<file path="src/rtl/motor_ramp_ctrl.sv">
// Soft-start/soft-stop sequencer for the Motor_PWM duty input: ramps duty one
// step per RAMP_DIV clocks toward a commanded target, with emergency stop.
module motor_ramp_ctrl #(
  parameter int DUTY_W   = 4,
  parameter int RAMP_DIV = 1000
) (
  input  logic              clk,
  input  logic              rst_n,
  input  logic              cmd_valid,
  output logic              cmd_ready,
  input  logic [DUTY_W-1:0] cmd_speed,
  input  logic              estop,
  output logic [DUTY_W-1:0] duty,
  output logic              motor_en,
  output logic              at_target,
  output logic [7:0]        state_led
);

  localparam int PS_W = (RAMP_DIV > 1) ? $clog2(RAMP_DIV) : 1;
  localparam logic [PS_W-1:0] PS_LAST = PS_W'(RAMP_DIV - 1);

  typedef enum logic [3:0] {
    IDLE      = 4'b0001,
    RAMP_UP   = 4'b0010,
    RAMP_DOWN = 4'b0100,
    HOLD      = 4'b1000,
    ESTOP     = 4'b1111
  } state_t;

  state_t            state;
  logic [DUTY_W-1:0] target;
  logic [PS_W-1:0]   prescaler;
  logic [DUTY_W-1:0] duty_up;
  logic [DUTY_W-1:0] duty_dn;
  logic              step;
  logic              idle_or_hold;

  assign duty_up      = duty + DUTY_W'(1);
  assign duty_dn      = duty - DUTY_W'(1);
  assign step         = (prescaler == PS_LAST);
  assign idle_or_hold = (state == IDLE) || (state == HOLD);

  always_ff @(posedge clk or negedge rst_n) begin
    if (!rst_n) begin
      state     <= IDLE;
      duty      <= '0;
      target    <= '0;
      prescaler <= '0;
    end else if (estop) begin
      // estop outranks both command acceptance and ramp steps
      state     <= ESTOP;
      duty      <= '0;
      target    <= '0;
      prescaler <= '0;
    end else begin
      case (state)
        IDLE, HOLD: begin
          if (cmd_valid) begin
            target    <= cmd_speed;
            prescaler <= '0;
            if (cmd_speed > duty)
              state <= RAMP_UP;
            else if (cmd_speed < duty)
              state <= RAMP_DOWN;
            else
              state <= (cmd_speed != '0) ? HOLD : IDLE;
          end
        end
        RAMP_UP: begin
          if (step) begin
            prescaler <= '0;
            duty      <= duty_up;
            if (duty_up == target)
              state <= HOLD;
          end else begin
            prescaler <= prescaler + PS_W'(1);
          end
        end
        RAMP_DOWN: begin
          if (step) begin
            prescaler <= '0;
            duty      <= duty_dn;
            if (duty_dn == target)
              state <= (target != '0) ? HOLD : IDLE;
          end else begin
            prescaler <= prescaler + PS_W'(1);
          end
        end
        ESTOP: begin
          state     <= IDLE;
          prescaler <= '0;
        end
        default: begin
          state     <= IDLE;
          duty      <= '0;
          target    <= '0;
          prescaler <= '0;
        end
      endcase
    end
  end

  // Outputs depend only on registered state, so estop reaches cmd_ready
  // through the ESTOP state on the edge that samples it.
  assign cmd_ready = idle_or_hold;
  assign at_target = idle_or_hold;
  assign motor_en  = (duty != '0) && (state != ESTOP);
  assign state_led = {4'(duty), 4'(state)};

endmodule

</file>
<file path="config.mk">
export PLATFORM = sky130hd
export DESIGN_NAME = motor_ramp_ctrl
export DESIGN_NICKNAME = d
export VERILOG_FILES = /design/src/rtl/motor_ramp_ctrl.sv
export SDC_FILE = /design/constraint.sdc
export NUM_CORES = 1
export LEC_CHECK = 0
export CAP_MARGIN = 20
export CORE_ASPECT_RATIO = 1.75
export CORE_UTILIZATION = 34
export CTS_CLUSTER_SIZE = 24
export DETAILED_ROUTE_END_ITERATION = 10
export GPL_ROUTABILITY_DRIVEN = 0
export GPL_TIMING_DRIVEN = 1
export HOLD_SLACK_MARGIN = 0.06
export SKIP_CTS_REPAIR_TIMING = 1
export SYNTH_ARGS = -nofsm -noshare
export SYNTH_HDL_FRONTEND = slang
export SYNTH_SLANG_ARGS = --single-unit
</file>
<file path="constraint.sdc">
create_clock -name clk -period 6.75 [get_ports clk]
set_input_delay 0.675 -clock clk [delete_from_list [all_inputs] [get_ports clk]]
set_output_delay 0.675 -clock clk [all_outputs]
set_load 0.05 [all_outputs]
</file>
==> results of run 1 <==
## metrics by stage
step	util	cell area, um2
4_1_cts	0.4213	1856
3_5_place_dp	0.4051	1784
6_report	0.4247	1871
5_1_grt	0.4247	1871
3_3_place_gp	0.4051	1784
2_1_floorplan	-	1560
## per-layer routing
| metal | vias up | wire [um] |
|---|---|---|
| met5 | - | 0 |
| met4 | 0 | 161 |
| met2 | 23 | 1957 |
| li1 | 695 | - |
| met3 | 12 | 67 |
| met1 | 673 | 1464 |
## worst register-to-register path, stage by stage (launching register included)
cell,delay [ns]
dfrtp_1,0.63
inv_1,0.13
ha_1,0.38
xnor2_1,0.17
o211ai_1,0.10
a221oi_1,0.25
o22a_2,0.27
o2111ai_1,0.13
o221a_2,0.29
## layout by cell type (no fill, tap or decap), drive strengths merged, types with 2 or more instances in the layout
master and count:
a41o 2, dfrtp 21, nand3 8, xor2 4, nand2 20, a211oi 3
and4 2, nand4 2, o22ai 2, nor4 6, clkdlybuf4s50 22, nor3 5
a31oi 3, nor2b 3, inv 8, o32ai 2, o31ai 4, ha 8
or4 2, clkbuf 3, or4b 2, o211ai 2, buf 2, xnor2 9
o21ai 20, nor2 15, nand2b 2
## final timing paths
kind	start	to	slack, ns	cells after the start
min in group asynchronous	rst_n	prescaler[9]$_DFFE_PN0P_	0.62	1
max in group asynchronous	rst_n	state[0]$_DFFE_PN1P_	5.65	2
max	duty[0]$_DFFE_PN0P_	motor_en	3.81	4
min	prescaler[0]$_DFFE_PN0P_	prescaler[0]$_DFFE_PN0P_	0.52	1
max reg2reg	duty[0]$_DFFE_PN0P_	state[2]$_DFFE_PN0P_	4.33	8
min reg2reg	prescaler[0]$_DFFE_PN0P_	prescaler[0]$_DFFE_PN0P_	0.52	1
## power groups by stage
stage,combinational (mW),clock [mW],sequential (mW)
floorplan,0.0311,0,0.153
global placement,0.0618,0,0.146
detailed placement,0.0616,0,0.146
CTS,0.0617,0.126,0.143
global route,0.0680,0.129,0.144
finish,0.0622,0.122,0.143
## state kept, by name (all words and copies together), names as in the netlist
| register | flops |
|---|---|
| prescaler | 10 |
| target | 4 |
| duty | 4 |
| state | 4 |
## logic make-up after synthesis
family,synth area share
buffers and inverters,0.06255
xor gates and xnor gates,0.07298
muxes,0.006416
AOI/OAI and AO/OA,0.2069
and+or+nand+nor,0.2334
adders and majority gates,0.06416
DFF,0.3536
## layout make-up
class	instances	area, um2	area share
clock buffers	3	41.29	0.02207
inverters	8	30.03	0.01605
multi-input cells	140	910.9	0.4870
repair buffers	24	242.7	0.1298
flip-flops and latches	22	551.8	0.2950
clock inverters	1	30.03	0.01605
well taps	51	63.81	0.03411
==> metrics.txt, run 1 <==
Max Slew Vio Count 0; DR vias 1403; worst hold margin 0.5160 ns; Max-cap violations 0; worst-skew pair later-pin latency 0.27 ns; Clk network pwr share 0.373; Crit path largest cell delay 0.83 ns; sum of negative setup slack 0 ns; share of async-settable or async-resettable flops after synthesis 1.000; CTS clk-pin slew, worst paths 0.07 ns; hold crit path type reg -> reg; critical path type reg -> out; min Tclk post-route 2.941 ns; critical-path cell list inv_1, ha_1, a31oi_1, clkdlybuf4s50_1; met1 GRT Util 0.1916; Synth area leaders dfrtp_1 (34%), ha_1 (6.4%), o21ai_1 (5.1%); antenna cells 0; die span in x 53.21 um; met2 usage 0.3083; Worst EP required 6.07 ns; internal power 0.2381 mW; Buf/Inv on CP 2; cell family with most CP delay buffers and inverters; Core Rows 32; Pwr Density 175.3 nW/um2; post-synth top area share 0.3368; initial core utilization 0.3543; first drt pass iteration count 4; status completed; Netlist cell types 46; CP Launch Type flop; routed len/inst 14.66 um; Post-Place Setup Slack 3.666 ns; Final ANT Viol Nets 0; cell count after synthesis 182; switch share 0.2739; number of flops mapped to enable cells by yosys 0; drt total wl 3.651 mm; Tot GR Track Use 0.1759; Via density 5.635; Post-DP HPWL 2.859 mm; CTS tree built; largest net degree at the start of global routing 23; Synthesis Warnings 0; DRC 0; Finished Layout Cells 249; most common cell in the netlist dfrtp_1; critical path arrival 2.27 ns; syn_area_per_cell 8.573 um2; I/O pins 23; first-pass GRT wire length 6.292 mm; highest clock rate 0.3400 GHz; Inserted Clock Buffers 3; syn_nets 198; Comb power frac 0.190; final setup margin 3.809 ns; P_sw 0.08982 mW; die area 4875 um2; Net count, final 215; Synth top cells by count dfrtp_1 (21), nand2_1 (20), o21ai_1 (16); met3 GRT Util 0.01493; Longest Clk Path Bufs 2; Slowest-stage cell, CP clkdlybuf4s50_1; initial drt markers 26; synthesized area 1560 um2; H-tree depth 1; predominant post-synthesis flop cell dfrtp_1; area leader, netlist dfrtp_1; height of the chip 91.62 um; worst slew pin tran 0.7079 ns; FILL cells 441; global route overflow 0; Cells after DPL 244; port bufs 22; busiest grt layer met2; clk_skew 0.009396 ns; number of global-route vias before repair 1341; initial antenna violation count 0; Area Growth Syn to Fin 19.89%; Clock Sinks 22; register area share after synthesis 0.3536; Crit. End Element output pin; CP max FO 14; core footprint 4404 um2; Final Hold Vio Count 0; Seq cells post-synth 22; Final Power 0.3279 mW; number of setup violations in the final report 0; Worst IR Drop VDD 0.0001118 V; share of cells above drive strength 1 0.06566; Slew HR 0.5271; fin crit share 0.4357; RSZ-0062 raised after global routing no; root buffer cell clkbuf_8; Reg power frac 0.437; Leak 0.7500 nW
Note: power is estimated with default switching activity, not from simulation.
==> run 2: changes to the inputs <==
==> constraint.sdc (replaced) <==
create_clock -name clk -period 2.7 [get_ports clk]
set_input_delay 0.27 -clock clk [delete_from_list [all_inputs] [get_ports clk]]
set_output_delay 0.27 -clock clk [all_outputs]
set_load 0.05 [all_outputs]
==> run 2 against run 1 <==
  * Count of clock-buffer cells in the layout is the same
  * Die area is the same
  * Core utilization grew 0.85 points
  * Sequential share of layout area shrank 0.58 points
  * Critical path type is now reg -> reg
  * Critical endpoint is now state[2]$_DFFE_PN0P_
  * Highest routed layer unchanged
==> metrics.txt, run 2 (same netlist as run 1, synthesis figures left out) <==
Via density 5.471; RSZ-0062 raised after global routing no; Pwr Density 431.8 nW/um2; Core Rows 32; Leak 0.7783 nW; routed len/inst 14.86 um; Max Slew Vio Count 0; initial antenna violation count 0; CP max FO 8; initial core utilization 0.3543; largest net degree at the start of global routing 23; Area after DPL 1837 um2; Final ANT Viol Nets 0; number of global-route vias before repair 1382; Max-cap violations 0; FF-to-FF Start state[2]$_DFFE_PN0P_; Final Power 0.8239 mW; height of the chip 91.62 um; first drt pass iteration count 4; Area Growth Syn to Fin 22.29%; root buffer cell clkbuf_8; most frequent cells in the layout clkdlybuf4s50_1 (22), dfrtp_1 (21), nand2_1 (20); CP Launch Type flop; sum of negative setup slack 0 ns; CTS tree built; number of setup violations in the final report 0; Crit. End Element flop; core footprint 4404 um2; worst slew pin tran 0.6865 ns; port bufs 22; min Tclk post-route 2.388 ns; worst-skew pair later-pin latency 0.26 ns; fin crit share 0.8845; global route overflow 0; Worst EP required 2.86 ns; highest clock rate 0.4187 GHz; H-tree depth 1; Clock Sinks 22; flip-flop count of the largest register after layout 10; CTS clk-pin slew, worst paths 0.09 ns; DRC 0; first-pass GRT wire length 6.492 mm; largest reg by FF count prescaler; Net count, final 221; finished layout cell area 1908 um2; Inserted Clock Buffers 3; share of cells above drive strength 1 0.09314; Longest Clk Path Bufs 2; Tot GR Track Use 0.1767; antenna cells 0; r2r worst-path depth 6; status completed; hold crit path type in -> async; FILL cells 435; DR vias 1395; die area 4875 um2; drt total wl 3.789 mm; die span in x 53.21 um; Post-DP HPWL 2.976 mm; FF-to-FF setup slack 0.31 ns; Worst IR Drop VDD 0.0003543 V; Slew HR 0.5414; Final Hold Vio Count 0; commonest non-fill, non-tap cell in the layout clkdlybuf4s50_1; I/O pins 23; critical path type reg -> reg; critical path arrival 2.55 ns; Reg2Reg Capture Point state[2]$_DFFE_PN0P_; initial drt markers 32; clk_skew 0.008053 ns
-- run 2: layout make-up --
type	instances	area [um2]	area share
multi-input combinational	140	910.9	0.4774
clock inverter	1	30.03	0.01574
timing repair buffer	30	280.3	0.1469
tap	51	63.81	0.03344
clock buffer	3	41.29	0.02164
sequential	22	551.8	0.2892
inverter	8	30.03	0.01574
-- run 2: worst max-delay path by stage --
stage | to | cells after the start | start | slack, ns
after global routing | state[2]$_DFFE_PN0P_ | 8 | duty[0]$_DFFE_PN0P_ | 0.18
final | state[2]$_DFFE_PN0P_ | 6 | state[2]$_DFFE_PN0P_ | 0.31
after detailed placement | state[2]$_DFFE_PN0P_ | 6 | estop | 0.26
after global placement | state[2]$_DFFE_PN0P_ | 6 | state[2]$_DFFE_PN0P_ | 0.32
after floorplan | state[2]$_DFFE_PN0P_ | 9 | duty[0]$_DFFE_PN0P_ | 0.13
after CTS | motor_en | 4 | duty[0]$_DFFE_PN0P_ | 0.30
-- run 2: worst max-delay path: stages (launching register included) --
cell and delay [ns]:
dfrtp_1 0.47, or4b_1 0.70, o32ai_2 0.29, a211oi_1 0.10, o22a_2 0.28, or3_1 0.31, o221a_2 0.12
-- run 2: power by group --
part	leakage, nW	internal, mW	switching [mW]
Combinational	0.447	0.0605	0.100
Clock	0.0357	0.198	0.108
Sequential	0.296	0.339	0.0175
Total	0.778	0.598	0.226
-- run 2: per-layer routing --
metal | vias up | part of all wire | track usage
met5 | - | 0 | 0
met4 | 0 | 0.032 | 0.07675
met2 | 31 | 0.53 | 0.2979
met1 | 646 | 0.41 | 0.2172
li1 | 710 | - | -
met3 | 8 | 0.021 | 0.01824
-- run 2: metrics by stage --
stage	instances	worst slack (ns)	hold slack, ns	utilization
after floorplan	182	0.1293	-0.02559	-
after global placement	251	0.3189	0.5054	0.4170
after detailed placement	251	0.2600	0.5015	0.4170
after CTS	255	0.3036	0.3556	0.4332
after global routing	255	0.1760	0.3864	0.4332
final	255	0.3118	0.3452	0.4332
